<file path="src/rtl/rtc_pkg.sv">
// rtl/rtc_pkg.sv - shared types and helpers for the RTC alarm core
package rtc_pkg;

    typedef logic [3:0] bcd_t;

    typedef struct packed {
        bcd_t h1;
        bcd_t h0;
        bcd_t m1;
        bcd_t m0;
        bcd_t s1;
        bcd_t s0;
    } hms_t;

    typedef struct packed {
        bcd_t h1;
        bcd_t h0;
        bcd_t m1;
        bcd_t m0;
        logic en;
    } alarm_t;

    typedef enum logic [1:0] {
        IDLE,
        RINGING,
        SNOOZED
    } ring_state_e;

    // Index/counter width that never collapses to zero bits.
    function automatic int width_of(input int n);
        return (n > 1) ? $clog2(n) : 1;
    endfunction

    // True when every digit is legal BCD and the value is a real 24 h time.
    function automatic logic bcd_valid(input hms_t t);
        logic ok;
        ok = (t.h1 <= 4'd2) && (t.h0 <= 4'd9) &&
             (t.m1 <= 4'd5) && (t.m0 <= 4'd9) &&
             (t.s1 <= 4'd5) && (t.s0 <= 4'd9);
        if ((t.h1 == 4'd2) && (t.h0 > 4'd3)) begin
            ok = 1'b0;
        end
        return ok;
    endfunction

endpackage

</file>
<file path="src/rtl/bcd_time_counter.sv">
// rtl/bcd_time_counter.sv - HH:MM:SS BCD time register with tick carry chain and load
// Ports: clk_i/rst_ni clock and async active-low reset; tick_i advance one second;
//        load_i/load_val_i load a pre-validated time (wins over tick_i);
//        time_o current time; time_adv_o current time advanced by one second.
module bcd_time_counter
    import rtc_pkg::*;
(
    input  logic        clk_i,
    input  logic        rst_ni,
    input  logic        tick_i,
    input  logic        load_i,
    input  logic [23:0] load_val_i,
    output logic [23:0] time_o,
    output logic [23:0] time_adv_o
);

    hms_t time_q, time_d, adv;

    always_comb begin
        adv = time_q;
        if (time_q.s0 != 4'd9) begin
            adv.s0 = time_q.s0 + 4'd1;
        end else begin
            adv.s0 = 4'd0;
            if (time_q.s1 != 4'd5) begin
                adv.s1 = time_q.s1 + 4'd1;
            end else begin
                adv.s1 = 4'd0;
                if (time_q.m0 != 4'd9) begin
                    adv.m0 = time_q.m0 + 4'd1;
                end else begin
                    adv.m0 = 4'd0;
                    if (time_q.m1 != 4'd5) begin
                        adv.m1 = time_q.m1 + 4'd1;
                    end else begin
                        adv.m1 = 4'd0;
                        if ((time_q.h1 == 4'd2) && (time_q.h0 == 4'd3)) begin
                            adv.h1 = 4'd0;
                            adv.h0 = 4'd0;
                        end else if (time_q.h0 == 4'd9) begin
                            adv.h0 = 4'd0;
                            adv.h1 = time_q.h1 + 4'd1;
                        end else begin
                            adv.h0 = time_q.h0 + 4'd1;
                        end
                    end
                end
            end
        end
    end

    always_comb begin
        time_d = time_q;
        if (load_i) begin
            time_d = hms_t'(load_val_i);
        end else if (tick_i) begin
            time_d = adv;
        end
    end

    always_ff @(posedge clk_i or negedge rst_ni) begin
        if (!rst_ni) begin
            time_q <= '0;
        end else begin
            time_q <= time_d;
        end
    end

    assign time_o     = time_q;
    assign time_adv_o = adv;

endmodule

</file>
<file path="src/rtl/rtc_alarm_core.sv">
// rtl/rtc_alarm_core.sv - BCD real-time clock with N alarms, snooze, dismiss and ring timeout
// Ports: clk_clk/reset_reset_n clock and async active-low reset;
//        set_valid/set_bcd time load; alarm_wr/alarm_sel/alarm_bcd/alarm_en_in alarm write;
//        mode_12h display mode; snooze/dismiss ring control pulses;
//        hour1..second0/pm registered display; tick_1hz second pulse;
//        set_err rejected write pulse; ring/ring_id sounding alarm.
module rtc_alarm_core
    import rtc_pkg::*;
#(
    parameter int CLK_HZ     = 50000000,
    parameter int N_ALARMS   = 2,
    parameter int SNOOZE_SEC = 300,
    parameter int RING_SEC   = 60
) (
    input  logic                          clk_clk,
    input  logic                          reset_reset_n,
    input  logic                          set_valid,
    input  logic [23:0]                   set_bcd,
    input  logic                          alarm_wr,
    input  logic [width_of(N_ALARMS)-1:0] alarm_sel,
    input  logic [15:0]                   alarm_bcd,
    input  logic                          alarm_en_in,
    input  logic                          mode_12h,
    input  logic                          snooze,
    input  logic                          dismiss,
    output logic [3:0]                    hour1,
    output logic [3:0]                    hour0,
    output logic [3:0]                    minute1,
    output logic [3:0]                    minute0,
    output logic [3:0]                    second1,
    output logic [3:0]                    second0,
    output logic                          pm,
    output logic                          tick_1hz,
    output logic                          set_err,
    output logic                          ring,
    output logic [width_of(N_ALARMS)-1:0] ring_id
);

    localparam int AW   = width_of(N_ALARMS);
    localparam int PW   = width_of(CLK_HZ);
    localparam int TMAX = (SNOOZE_SEC > RING_SEC) ? SNOOZE_SEC : RING_SEC;
    localparam int TW   = width_of(TMAX + 1);

    logic [PW-1:0] presc_q, presc_d;
    logic          tick, tick_eff, set_ok, wr_ok, load;
    hms_t          cur_time, adv_time;
    alarm_t        alarm_q [N_ALARMS];
    logic          match;
    logic [AW-1:0] match_id;
    ring_state_e   state_q, state_d;
    logic [TW-1:0] timer_q, timer_d;
    logic [AW-1:0] ring_id_q, ring_id_d;
    logic          ring_q, set_err_q;
    hms_t          disp_q, disp_d;
    logic          pm_q, pm_d;
    logic [4:0]    hour_bin, hour_12;

    assign tick   = (presc_q == PW'(CLK_HZ - 1));
    assign set_ok = bcd_valid(hms_t'(set_bcd));
    assign load   = set_valid && set_ok;
    assign wr_ok  = bcd_valid(hms_t'({alarm_bcd, 8'h00})) &&
                    ({1'b0, alarm_sel} < (AW + 1)'(N_ALARMS));
    // A tick coinciding with an accepted set is dropped everywhere, not just in the counter.
    assign tick_eff = tick && !load;

    assign presc_d = (load || tick) ? '0 : presc_q + PW'(1);

    bcd_time_counter u_time (
        .clk_i      (clk_clk),
        .rst_ni     (reset_reset_n),
        .tick_i     (tick_eff),
        .load_i     (load),
        .load_val_i (set_bcd),
        .time_o     (cur_time),
        .time_adv_o (adv_time)
    );

    // Descending scan so the lowest matching index is the one left standing.
    always_comb begin
        match    = 1'b0;
        match_id = '0;
        for (int i = N_ALARMS - 1; i >= 0; i--) begin
            if (alarm_q[i].en && (adv_time.s1 == 4'd0) && (adv_time.s0 == 4'd0) &&
                ({alarm_q[i].h1, alarm_q[i].h0, alarm_q[i].m1, alarm_q[i].m0} ==
                 {adv_time.h1, adv_time.h0, adv_time.m1, adv_time.m0})) begin
                match    = 1'b1;
                match_id = AW'(i);
            end
        end
    end

    // One timer serves both the ring timeout and the snooze countdown.
    always_comb begin
        state_d   = state_q;
        timer_d   = timer_q;
        ring_id_d = ring_id_q;
        case (state_q)
            IDLE: begin
                if (tick_eff && match) begin
                    state_d   = RINGING;
                    timer_d   = TW'(RING_SEC);
                    ring_id_d = match_id;
                end
            end
            RINGING: begin
                if (dismiss) begin
                    state_d = IDLE;
                end else if (snooze) begin
                    state_d = SNOOZED;
                    timer_d = TW'(SNOOZE_SEC);
                end else if (tick_eff) begin
                    if (timer_q <= TW'(1)) begin
                        state_d = IDLE;
                        timer_d = '0;
                    end else begin
                        timer_d = timer_q - TW'(1);
                    end
                end
            end
            SNOOZED: begin
                if (dismiss) begin
                    state_d = IDLE;
                end else if (tick_eff) begin
                    if (timer_q <= TW'(1)) begin
                        state_d = RINGING;
                        timer_d = TW'(RING_SEC);
                    end else begin
                        timer_d = timer_q - TW'(1);
                    end
                end
            end
            default: state_d = IDLE;
        endcase
    end

    always_comb begin
        disp_d   = cur_time;
        pm_d     = 1'b0;
        hour_bin = 5'(cur_time.h1) * 5'd10 + 5'(cur_time.h0);
        hour_12  = hour_bin;
        if (hour_bin == 5'd0) begin
            hour_12 = 5'd12;
        end else if (hour_bin > 5'd12) begin
            hour_12 = hour_bin - 5'd12;
        end
        if (mode_12h) begin
            pm_d = (hour_bin >= 5'd12);
            if (hour_12 >= 5'd10) begin
                disp_d.h1 = 4'd1;
                disp_d.h0 = 4'(hour_12 - 5'd10);
            end else begin
                disp_d.h1 = 4'd0;
                disp_d.h0 = 4'(hour_12);
            end
        end
    end

    always_ff @(posedge clk_clk or negedge reset_reset_n) begin
        if (!reset_reset_n) begin
            presc_q   <= '0;
            state_q   <= IDLE;
            timer_q   <= '0;
            ring_id_q <= '0;
            ring_q    <= 1'b0;
            set_err_q <= 1'b0;
            disp_q    <= '0;
            pm_q      <= 1'b0;
            for (int i = 0; i < N_ALARMS; i++) begin
                alarm_q[i] <= '0;
            end
        end else begin
            presc_q   <= presc_d;
            state_q   <= state_d;
            timer_q   <= timer_d;
            ring_id_q <= ring_id_d;
            ring_q    <= (state_d == RINGING);
            set_err_q <= (set_valid && !set_ok) || (alarm_wr && !wr_ok);
            disp_q    <= disp_d;
            pm_q      <= pm_d;
            if (alarm_wr && wr_ok) begin
                alarm_q[alarm_sel] <= alarm_t'({alarm_bcd, alarm_en_in});
            end
        end
    end

    assign hour1    = disp_q.h1;
    assign hour0    = disp_q.h0;
    assign minute1  = disp_q.m1;
    assign minute0  = disp_q.m0;
    assign second1  = disp_q.s1;
    assign second0  = disp_q.s0;
    assign pm       = pm_q;
    assign tick_1hz = tick;
    assign set_err  = set_err_q;
    assign ring     = ring_q;
    assign ring_id  = ring_id_q;

endmodule
</file>
<file path="config.mk">
export PLATFORM = sky130hd
export DESIGN_NAME = rtc_alarm_core
export DESIGN_NICKNAME = d
export VERILOG_FILES = /design/src/rtl/rtc_pkg.sv /design/src/rtl/bcd_time_counter.sv /design/src/rtl/rtc_alarm_core.sv
export SDC_FILE = /design/constraint.sdc
export NUM_CORES = 1
export LEC_CHECK = 0
export CELL_PAD_IN_SITES_DETAIL_PLACEMENT = 1
export CELL_PAD_IN_SITES_GLOBAL_PLACEMENT = 2
export CORE_MARGIN = 1.5
export CORE_UTILIZATION = 36
export CTS_CLUSTER_DIAMETER = 100
export DETAILED_ROUTE_END_ITERATION = 6
export PLACE_DENSITY = 0.78
export SLEW_MARGIN = 10
export SYNTH_ARGS = -nofsm -noshare
export SYNTH_HDL_FRONTEND = slang
export SYNTH_HIERARCHICAL = 1
export SYNTH_SLANG_ARGS = --single-unit
</file>
<file path="constraint.sdc">
create_clock -name clk_clk -period 8.6 [get_ports clk_clk]
set_input_delay 1.72 -clock clk_clk [delete_from_list [all_inputs] [get_ports clk_clk]]
set_output_delay 1.72 -clock clk_clk [all_outputs]
set_load 0.02 [all_outputs]
</file>
==> impl_metrics.env <==
export IMPL_status="completed"
export IMPL_p_int_mw=1.38
export IMPL_die_x_um=141
export IMPL_ys_flop_type="dfrtp_1"
export IMPL_synth_xor_area_share_pct=9.46
export IMPL_power_frac_clock_pct=42.9
export IMPL_worstMarginPinSlew_ns=0.994
export IMPL_seq_power_share_pct=38.5
export IMPL_ys_warn_count=6
export IMPL_place_area_mm2=0.00787
export IMPL_grt_overflow=0
export IMPL_dr_total_vias=5464
export IMPL_crit_buf_inv=1
export IMPL_start_kind="input pin"
export IMPL_cts_root_buf="clkbuf_16"
export IMPL_nFillCells=2082
export IMPL_ff_latch_area_mm2=0.00308
export IMPL_synth_cell_types=82
export IMPL_synth_compound_area_share_pct=12.4
export IMPL_yosys_area_share_adder_pct=3.73
export IMPL_cts_setup_buffers=0
export IMPL_worstPathMaxFanout=18
export IMPL_final_cells=1011
export IMPL_slew_limit_headroom_pct=33.7
export IMPL_grt_max_degree=76
export IMPL_fin_crit_ns=4.31
export IMPL_rsz0062_at_grt="no"
export IMPL_fin_skew_ns=0.00797
export IMPL_yosysTopAreaCell="dfrtp_1"
export IMPL_die_h_um=141
export IMPL_period_share_pct=50.2
export IMPL_switchingPower_uw=534
export IMPL_wire_per_inst_um=18.6
export IMPL_crit_arrival_ns=4.60
export IMPL_core_area_mm2=0.0188
export IMPL_synth_top_family_by_area="simple AND/OR/NAND/NOR gates"
export IMPL_async_reset_ff_share_pct=100
export IMPL_ios=78
export IMPL_synth_seq_cells=123
export IMPL_hold_path_class="reg2reg"
export IMPL_vias_per_cell=5.40
export IMPL_combPwrFrac_pct=18.6
export IMPL_synth_area_leaders="dfrtp_1 45%, xor2_1 5.6%, mux2_2 5.2%, xnor2_1 3.6%, ha_1 3.4%"
export IMPL_hold_violations=0
export IMPL_synth_common_cells="123 x dfrtp_1, 60 x nand2_1, 60 x nor2_1"
export IMPL_finalSetupTns_ns=0
export IMPL_synth_edf_count=0
export IMPL_multi_input_area_mm2=0.00363
export IMPL_max_freq_ghz=0.232
export IMPL_crit_type="in2reg"
export IMPL_drive_gt1_share_pct=11.6
export IMPL_yosysSeqAreaShare_pct=44.6
export IMPL_row_count=50
export IMPL_end_kind="flip-flop"
export IMPL_start_util_pct=36.8
export IMPL_p_leak_nw=3.71
export IMPL_synthMostInstantiatedCell="dfrtp_1"
export IMPL_synth_simple_gate_area_share_pct=19.6
export IMPL_avgSynthCellArea_um2=10.0
export IMPL_cts_buffers=17
export IMPL_worstPathCellList="clkdlybuf4s50_1 > o21ai_0 > nand2_1 > nor4b_4 > nor2_2 > nand4_1 > nor2_1 > mux2i_1 > o21ai_1"
export IMPL_cts_resized=0
export IMPL_critical_path_max_stage_delay_ns=0.66
export IMPL_switching_share_pct=27.9
export IMPL_setup_viol=0
export IMPL_antenna_found_initial=0
export IMPL_place_hpwl_um=13800
export IMPL_grt_pass1_wl_um=31000
export IMPL_drc=0
export IMPL_htree_levels=4
export IMPL_synthMuxAreaShare_pct=7.34
export IMPL_grtUsageTotal_pct=20.1
export IMPL_clkSinkCount=123
export IMPL_required_ns=8.89
export IMPL_syn_instance_count=690
export IMPL_synthToLayoutAreaGrowth_pct=23.8
export IMPL_nNetsFinal=833
export IMPL_cpLargestDelayFamily="simple AND/OR/NAND/NOR gates"
export IMPL_maxCapViolCount=0
export IMPL_ir_drop_uv=144
export IMPL_synth_top_area_share_pct=44.6
export IMPL_powerDensity_mw_per_mm2=224
export IMPL_diodes=0
export IMPL_dr_pass1_iters=4
export IMPL_cts_buffer_depth=2
export IMPL_clk_insertion_delay_late_ns=0.43
export IMPL_die_area_mm2=0.0200
export IMPL_gp_congestion=0.832
export IMPL_clk_pin_slew_ns=0.06
export IMPL_fin_area_mm2=0.00855
export IMPL_ctsHoldBuffers=0
export IMPL_grt_pass1_vias=6009
export IMPL_syn_num_nets=759
export IMPL_io_buffers=77
export IMPL_ant_nets=0
export IMPL_drtIter0Drc=204
export IMPL_drt_wl_total_um=18800
export IMPL_tritoncts="built"
export IMPL_slew_violations=0
export IMPL_slowest_stage="nor2_2"
export IMPL_netlist_area_mm2=0.00691
export IMPL_dp_cells=979
[routing by layer]
metal  vias to the layer above  part of all wire [%]  global-route usage [%]
li1                       2606                     -                       -
met1                      2757                    44                    24.3
met2                        82                    52                    36.0
met3                        19                   3.0                    3.98
met4                         0                   1.3                    6.08
met5                         -                     0                       0
[power by group through the flow]
stage	Sequential [mW]	Clock, mW	Combinational, mW
CTS	0.737	0.836	0.361
global route	0.750	0.858	0.396
floorplan	0.738	0	0.217
global placement	0.741	0	0.343
finish	0.736	0.820	0.356
detailed placement	0.746	0	0.357
[final timing paths]
check	startpoint	end	slack (ns)	cells after the start
setup / recovery	set_bcd[11]	u_time/time_o[16]	4.29	9
hold / removal	u_time/time_o[7]	second1[3]	0.48	0
setup reg to reg	u_time/time_o[1]	timer_q[4]	4.32	11
hold reg to reg	u_time/time_o[7]	second1[3]	0.48	0
max in group asynchronous	reset_reset_n	u_time/time_o[7]	5.85	2
min in group asynchronous	reset_reset_n	pm	1.30	1
[placed cells by master (no fill, tap or decap), types with 6 or more instances in the layout]
master	Yosys	routed
ha_1	19	19
mux2_2	32	32
a31oi_1	6	6
nand2_1	60	60
inv_1	24	24
nor3_1	13	13
o21ai_1	25	25
xnor2_1	28	28
a21oi_1	15	15
clkbuf_16	0	17
and2_1	8	8
o211ai_1	7	7
o21ai_0	17	17
clkdlybuf4s50_1	0	76
nand4_1	12	12
nand3_1	27	27
dfrtp_1	123	123
mux2i_1	6	6
nor2_1	60	60
and3_1	8	8
nor2b_1	13	13
nor4_1	12	12
xor2_1	44	44
[kinds of logic (layout without fill, tap and decap cells)]
logic type | count (synthesis) | in the layout
and+or+nand+nor | 255 | 255
muxes | 45 | 45
adders and majority gates | 20 | 20
AOI/OAI and AO/OA | 126 | 126
buffers and inverters | 48 | 135
xor gates and xnor gates | 73 | 73
DFF | 123 | 123
[layout make-up]
class,count,area share (%)
multi-input cells,519,42.4
flip-flops and latches,123,36.0
repair buffers,79,9.16
clock buffers,22,5.78
well taps,234,3.42
clock inverters,10,2.17
inverters,24,1.05
[metrics by stage]
stage / setup slack, ns / hold WS (ns) / total power [mW] / util, %
after floorplan: 5.03 / 0.349 / 0.954 / -
after global placement: 3.93 / 0.461 / 1.08 / 41.9
after detailed placement: 3.85 / 0.474 / 1.10 / 41.9
after CTS: 4.22 / 0.485 / 1.93 / 45.6
after global routing: 4.01 / 0.502 / 2.00 / 45.6
final: 4.29 / 0.484 / 1.91 / 45.6
[state kept, by name (all words and copies together) (netlist names), 2 cells and up]
signal,cells
alarm_q,34
presc_q,26
u_time/time_o,24
timer_q,9
hour0,4
hour1,4
minute0,4
minute1,4
second0,4
second1,4
state_q,2
Note: power is estimated with default switching activity, not from simulation.
